==> src/rtl/imem_arbiter.sv <==
// imem_arbiter: round-robin instruction-fetch arbiter for 4 requesters (clk, rst_n, req/req_addr/core_en in; gnt/stall out; mem_en/mem_addr/mem_rdata memory port; rvalid/rdata return; cnt_sel/cnt_clr/gnt_cnt grant counters)
module imem_arbiter #(
  parameter int N = 4
) (
  input  logic            clk,
  input  logic            rst_n,
  input  logic [N-1:0]    req,
  input  logic [16*N-1:0] req_addr,
  input  logic [N-1:0]    core_en,
  output logic [N-1:0]    gnt,
  output logic [N-1:0]    stall,
  output logic            mem_en,
  output logic [15:0]     mem_addr,
  input  logic [15:0]     mem_rdata,
  output logic [N-1:0]    rvalid,
  output logic [15:0]     rdata,
  input  logic [1:0]      cnt_sel,
  input  logic            cnt_clr,
  output logic [15:0]     gnt_cnt
);
  logic [1:0]   ptr, gidx;
  logic [N-1:0] elig, rv_q;
  logic [15:0]  cnt [N];
  always_comb begin
    elig = rst_n ? req & core_en : '0;
    gidx = ptr;
    for (int k = N - 1; k >= 0; k--) if (elig[ptr + 2'(k)]) gidx = ptr + 2'(k);
    gnt = '0;
    gnt[gidx] = |elig;
    stall = elig & ~gnt;
    mem_en = |gnt;
    mem_addr = mem_en ? req_addr[16*gidx +: 16] : '0;
    rvalid = rv_q & core_en;
    rdata = |rvalid ? mem_rdata : '0;
    gnt_cnt = cnt[cnt_sel];
  end
  always_ff @(posedge clk or negedge rst_n) begin
    if (!rst_n) begin
      ptr <= '0;
      rv_q <= '0;
      for (int i = 0; i < N; i++) cnt[i] <= '0;
    end else begin
      if (mem_en) ptr <= gidx + 2'd1;
      rv_q <= gnt;
      for (int i = 0; i < N; i++)
        cnt[i] <= cnt_clr ? '0 : (gnt[i] && cnt[i] != 16'hFFFF) ? cnt[i] + 16'd1 : cnt[i];
    end
  end
endmodule

==> config.mk <==
export PLATFORM = sky130hd
export DESIGN_NAME = imem_arbiter
export DESIGN_NICKNAME = d
export VERILOG_FILES = /design/src/rtl/imem_arbiter.sv
export SDC_FILE = /design/constraint.sdc
export NUM_CORES = 1
export LEC_CHECK = 0
export CAP_MARGIN = 20
export CORE_MARGIN = 5
export CORE_UTILIZATION = 43
export CTS_CLUSTER_DIAMETER = 40
export DETAILED_ROUTE_END_ITERATION = 8
export PLACE_DENSITY_LB_ADDON = 0.15
export SKIP_CTS_REPAIR_TIMING = 1
export SYNTH_ARGS = -nofsm -noshare
export SYNTH_HDL_FRONTEND = slang
export SYNTH_SLANG_ARGS = --single-unit
export TNS_END_PERCENT = 5
==> constraint.sdc <==
create_clock -name clk -period 3.85 [get_ports clk]
set_input_delay 1.155 -clock clk [delete_from_list [all_inputs] [get_ports clk]]
set_output_delay 1.155 -clock clk [all_outputs]
set_load 0.1 [all_outputs]
==> results.json, run 1 <==
{
  "vias": 5059,
  "crit_chain": "buf_12 > and3_4 > a22oi_2 > o221a_4 > buf_12 > buf_12 > mux2i_4 > o22ai_4 > buf_12",
  "cts_tree": "built",
  "synth_flop_cell": "dfrtp_1",
  "final_layout_size_suffix_gt1_frac": 0.338,
  "relSlewSlack": 0.348,
  "layout.nets": 813,
  "syn_to_final_growth_pct": 77.2,
  "ir_drop_v": 0.000329,
  "reg2reg_depth": 7,
  "worst_path_largest_cell_delay_ns": 0.31,
  "clk_pin_slew_worst_paths_ns": 0.06,
  "route.detailed.drc": 0,
  "syn_area_sq_um": 4900,
  "synth_top_area_frac": 0.357,
  "ff2ff_setup_slack_ns": 1.37,
  "drv_cap": 0,
  "endpoint_kind": "primary output",
  "hp-start": "cnt[17]",
  "syn-num-nets": 629,
  "cts_root_buf": "clkbuf_16",
  "worst_path_max_delay_cell": "mux2i_4",
  "synth_warnings": 0,
  "violations": "setup timing",
  "fin_ws_ns": -0.153,
  "finalInstanceArea_sq_um": 8690,
  "crit_arrival_ns": 2.85,
  "die_width_um": 117,
  "dieArea_sq_um": 13600,
  "cts_max_level": 3,
  "portBuffers": 153,
  "synth_area_leaders": "dfrtp_1 36%, mux4_2 7.4%, mux2i_1 7.1%, xor2_1 5.5%, nor2_1 5.4%",
  "p_leak_nw": 3.50,
  "hpwlAfterDp_um": 12800,
  "placed_area_sq_um": 7710,
  "synth_mux_area_frac": 0.170,
  "first_pass_iters": 5,
  "yosys-top-cells-count": "70 x dfrtp_1, 70 x nor2_1, 35 x mux2i_1",
  "finalCritPeriodShare": 1.04,
  "core_area_sq_um": 11300,
  "critPathMaxFanout": 8,
  "worstMarginPinSlew_ns": 0.978,
  "grt_antenna_before_repair": 0,
  "grt_remaining_overflow": 0,
  "synth_xor_area_frac": 0.0661,
  "numCtsBuffers": 9,
  "clk_latency_ns": 0.33,
  "start_util": 0.435,
  "status": "finished, violations left",
  "wl_per_cell_um": 21.9,
  "cp.required_ns": 2.69,
  "num_antenna_cells": 0,
  "start_kind": "input port",
  "postRouteAntennaNets": 0,
  "finalCriticalPeriod_ns": 4.00,
  "cts.path.max_buffers": 2,
  "whs_path_depth": 2,
  "die_height_um": 117,
  "postSynthAreaPerCell_sq_um": 9.21,
  "gp_congestion": 0.939,
  "finalSetupViolCount": 16,
  "total_power_mw": 3.53,
  "ys_async_sr_fraction": 1.00,
  "rsz0062_at_grt": "yes",
  "synthAdderAreaFrac": 0.0102,
  "hold_viol": 0,
  "boundaryPins": 154,
  "hold_path_end": "cnt[17]",
  "synth.largest_area_cell": "dfrtp_1",
  "synthSimpleGateAreaFrac": 0.270,
  "drt_iter0_drc": 397,
  "clock_skew_ns": 0.00593,
  "fmax_mhz": 250,
  "grt_pass1_vias": 5023,
  "grt_usage": 0.250,
  "via_per_inst": 5.86,
  "synth_edf_count": 0,
  "power_density_nw_per_um2": 407,
  "rows": 39,
  "ys_types": 44,
  "grt_pass1_wl_um": 26700,
  "yosysSeqAreaShare": 0.357,
  "grt_max_degree": 67,
  "maxSlewViolCount": 0,
  "synth-seq-cells": 70,
  "crit_type": "input port to primary output",
  "synth_compound_area_frac": 0.0842,
  "cts_sinks": 70,
  "r2r_start": "ptr[0]",
  "synth_top_family_by_area": "simple AND/OR/NAND/NOR gates",
  "routed_wl_um": 18900,
  "r2r-end": "cnt[61]",
  "hold_class": "flip-flop to flip-flop",
  "crit_top_cell": "buf_12",
  "postSynthCellCount": 532
}
worst max path at each step:
| stage | to | cells past startpoint | start | slack [ns] |
|---|---|---|---|---|
| detailed placement | mem_addr[10] | 9 | core_en[3] | -0.52 |
| finish | mem_addr[5] | 9 | rst_n | -0.15 |
| CTS | mem_addr[10] | 9 | core_en[3] | -0.52 |
| global route | mem_addr[5] | 9 | req[3] | -0.19 |
| floorplan | mem_addr[10] | 10 | rst_n | -0.39 |
| global placement | mem_addr[6] | 9 | core_en[3] | -0.44 |
cell families after synthesis:
family	after synthesis
compound gates	68
flops	70
simple gates	248
buf+inv	43
fa+ha+maj	4
xor+xnor	37
mux	62
power by group:
part | leakage (nW) | internal (mW) | total, mW | switching, mW
clock | 0.186 | 0.735 | 1.05 | 0.318
sequential | 0.971 | 0.752 | 0.781 | 0.0292
combinational | 2.34 | 0.769 | 1.70 | 0.930
total | 3.50 | 2.26 | 3.53 | 1.28
layout make-up:
cell class,count,area [sq um]
Clock buffer,11,253
Clock inverter,5,129
Fill cell,707,2590
Inverter,10,37.5
Multi-Input combinational cell,419,3610
Sequential cell,70,1750
Tap cell,143,179
Timing Repair Buffer,206,2730
critical path, delay by kind of cell:
kind                   cells  cell delay (ns)
AO/OA/AOI/OAI              3             0.59
buffers and inverters      4             0.59
AND/OR/NAND/NOR            1             0.18
multiplexers               1             0.31
metrics by stage:
stage	setup WS, ns	instances	utilization	hold slack (ns)	TNS, ns
detailed placement	-0.522	833	0.684	0.564	-11.37
global route	-0.194	864	0.771	0.615	-2.10
CTS	-0.521	849	0.718	0.590	-11.49
finish	-0.153	864	0.771	0.587	-1.43
global placement	-0.437	833	0.684	0.540	-9.83
floorplan	-0.392	532	-	0.513	-11.01
registers in the layout (all words and copies together), names as in the netlist:
signal	flops
cnt	64
ptr	2
rv_q	4
per-layer routing:
| layer | vias up | share of wire | global-route usage |
|---|---|---|---|
| met2 | 225 | 0.54 | 0.446 |
| li1 | 2319 | - | - |
| met1 | 2468 | 0.36 | 0.312 |
| met5 | - | 0 | 0 |
| met3 | 47 | 0.067 | 0.0394 |
| met4 | 0 | 0.034 | 0.0711 |
layout by cell type, fill, tap and decap left out, types with 4 or more instances in the layout:
| master | netlist | final |
|---|---|---|
| mux2i_1 | 35 | 5 |
| dfrtp_1 | 70 | 70 |
| mux4_2 | 16 | 16 |
| dlymetal6s2s_1 | 0 | 4 |
| or3_1 | 12 | 12 |
| nand2_1 | 19 | 19 |
| nor3_1 | 11 | 11 |
| and2_2 | 0 | 10 |
| and2_1 | 25 | 15 |
| clkbuf_16 | 0 | 12 |
| mux2i_2 | 0 | 5 |
| nand3_2 | 4 | 5 |
| o22ai_4 | 0 | 17 |
| nor2_1 | 70 | 65 |
| bufinv_16 | 0 | 4 |
| xnor2_1 | 6 | 6 |
| a21oi_1 | 22 | 21 |
| ha_1 | 4 | 4 |
| o21ai_0 | 15 | 13 |
| and3_1 | 19 | 16 |
| nand3_1 | 30 | 29 |
| buf_12 | 0 | 72 |
| nor2b_1 | 10 | 10 |
| mux2_2 | 11 | 11 |
| xor2_1 | 31 | 31 |
| nor4_1 | 4 | 4 |
| buf_4 | 7 | 38 |
| mux2i_4 | 0 | 25 |
| nand4_1 | 31 | 31 |
| clkdlybuf4s50_1 | 0 | 82 |
| inv_1 | 10 | 10 |
Power figures use the tool's default switching activity.
==> run 2, diff against run 1 <==
--- a/config.mk
+++ b/config.mk
@@ -7,7 +7,7 @@
 export LEC_CHECK = 0
 export CAP_MARGIN = 20
 export CORE_MARGIN = 5
-export CORE_UTILIZATION = 43
+export CORE_UTILIZATION = 29
 export CTS_CLUSTER_DIAMETER = 40
 export DETAILED_ROUTE_END_ITERATION = 8
 export PLACE_DENSITY_LB_ADDON = 0.15
==> results.json, run 2 (synthesis gave the netlist of run 1 again) <==
{
  "largest_reg_flops": 64,
  "endpoint_kind": "primary output",
  "finalCriticalPeriod_ns": 3.92,
  "intPower_mw": 1.95,
  "layout.nets": 809,
  "crit_type": "input port to primary output",
  "final_common_cell": "clkdlybuf4s50_1",
  "cts_max_level": 3,
  "relSlewSlack": 0.427,
  "cts.path.max_buffers": 2,
  "wl_per_cell_um": 18.4,
  "routed_wl_um": 17200,
  "gp_congestion": 0.914,
  "regMostFlops": "cnt",
  "p_comb_frac": 0.491,
  "grt_pass1_vias": 4641,
  "syn_to_final_growth_pct": 74.2,
  "grtUsageMet2": 0.280,
  "largestRegisters": "cnt: 64 flops, rv_q: 4 flops, ptr: 2 flops",
  "start_util": 0.296,
  "core_area_sq_um": 16600,
  "sw_frac_of_total": 0.383,
  "portBuffers": 153,
  "maxSlewViolCount": 0,
  "grt_antenna_before_repair": 0,
  "postRouteAntennaNets": 0,
  "num_antenna_cells": 0,
  "fmax_mhz": 255,
  "via_per_inst": 5.13,
  "start_kind": "input port",
  "die_height_um": 140,
  "boundaryPins": 154,
  "power_density_nw_per_um2": 370,
  "numCtsBuffers": 9,
  "critPathMaxFanout": 8,
  "seqPwrFrac": 0.248,
  "cts_tree": "built",
  "final_cell_mix": "82 x clkdlybuf4s50_1, 71 x buf_12, 70 x dfrtp_1, 65 x nor2_1, 37 x buf_4",
  "crit_arrival_ns": 2.77,
  "dieArea_sq_um": 19600,
  "violations": "setup timing",
  "hpwlAfterDp_um": 13000,
  "grt_remaining_overflow": 0,
  "cp.required_ns": 2.69,
  "place_ws_ns": -0.518,
  "hold_viol": 0,
  "grt_util_met3": 0.0334,
  "status": "finished, violations left",
  "finalCritPeriodShare": 1.02,
  "route.detailed.drc": 0,
  "clock_skew_ns": 0.00720,
  "hold_class": "flip-flop to flip-flop",
  "power_switching_mw": 1.21,
  "clkPwrFrac": 0.261,
  "grt_usage": 0.165,
  "fin_ws_ns": -0.0707,
  "grt_busiest_layer": "met2",
  "grt_util_met1": 0.222,
  "grt_pass1_wl_um": 26200,
  "cts_root_buf": "clkbuf_16",
  "finalSetupViolCount": 16,
  "final_layout_size_suffix_gt1_frac": 0.334,
  "p_leak_nw": 3.40,
  "clk_pin_slew_worst_paths_ns": 0.05,
  "vias": 4798,
  "first_pass_iters": 6,
  "worstMarginPinSlew_ns": 0.860,
  "cts_sinks": 70,
  "clk_latency_ns": 0.33,
  "die_width_um": 140,
  "grt_max_degree": 67,
  "rows": 47,
  "final.setup.tns_ns": -0.654,
  "ir_drop_v": 0.000210,
  "drt_iter0_drc": 291,
  "drv_cap": 0,
  "n_fill_cell": 1479,
  "rsz0062_at_grt": "yes"
}
==> run 2: cell count changes in the layout (fill, tap and decap cells not counted), moves of 2 or more <==
cell | before | now
clkbuf_2 | 3 | 5
clkinv_2 | 0 | 2
bufinv_16 | 4 | 1
dlymetal6s2s_1 | 4 | 2
mux2i_4 | 25 | 16
buf_6 | 3 | 0
mux2i_2 | 5 | 15
==> run 2: final cells by class <==
type	count	area, sq um	area share
flip-flops and latches	70	1750	0.205
well taps	220	275	0.0322
inverters	10	37.5	0.00440
multi-input cells	419	3530	0.413
clock buffers	11	243	0.0284
repair buffers	202	2660	0.311
clock inverters	4	47.5	0.00557
==> run 2: final timing paths <==
path	startpoint	end	slack, ns	cells after the start
setup / recovery	rst_n	mem_addr[10]	-0.07	8
hold / removal	cnt[13]	cnt[13]	0.58	2
setup reg to reg	ptr[1]	cnt[57]	1.33	7
hold reg to reg	cnt[13]	cnt[13]	0.58	2
max in group asynchronous	rst_n	cnt[63]	2.21	2
min in group asynchronous	rst_n	rv_q[1]	0.73	2
==> run 2: critical path: stages <==
cell     delay (ns)
buf_12         0.11
and3_4         0.19
a22oi_2        0.18
o221a_4        0.33
buf_12         0.17
mux2i_2        0.30
o22ai_4        0.13
buf_12         0.18
==> run 2: per-layer routing <==
layer,wire (um),part of all wire
met1,7630,0.44
met2,8580,0.50
met5,0,0
met4,125,0.0073
met3,879,0.051
==> run 2: power groups by stage <==
stage	clock network, mW	registers (mW)	logic, mW
6_report	0.824	0.783	1.55
5_1_grt	0.877	0.786	1.61
4_1_cts	0.839	0.780	1.36
3_5_place_dp	0	0.793	1.36
3_3_place_gp	0	0.792	1.34
2_1_floorplan	0	0.771	0.871
==> run 2: stage by stage <==
step / power (mW) / hold WS, ns / cells / util / cell area [sq um]
after floorplan: 1.64 / 0.513 / 532 / - / 5180
after global placement: 2.14 / 0.542 / 914 / 0.474 / 7860
after detailed placement: 2.15 / 0.561 / 914 / 0.474 / 7860
after CTS: 2.98 / 0.582 / 929 / 0.491 / 8150
after global routing: 3.27 / 0.614 / 936 / 0.515 / 8540
final: 3.16 / 0.579 / 936 / 0.515 / 8540
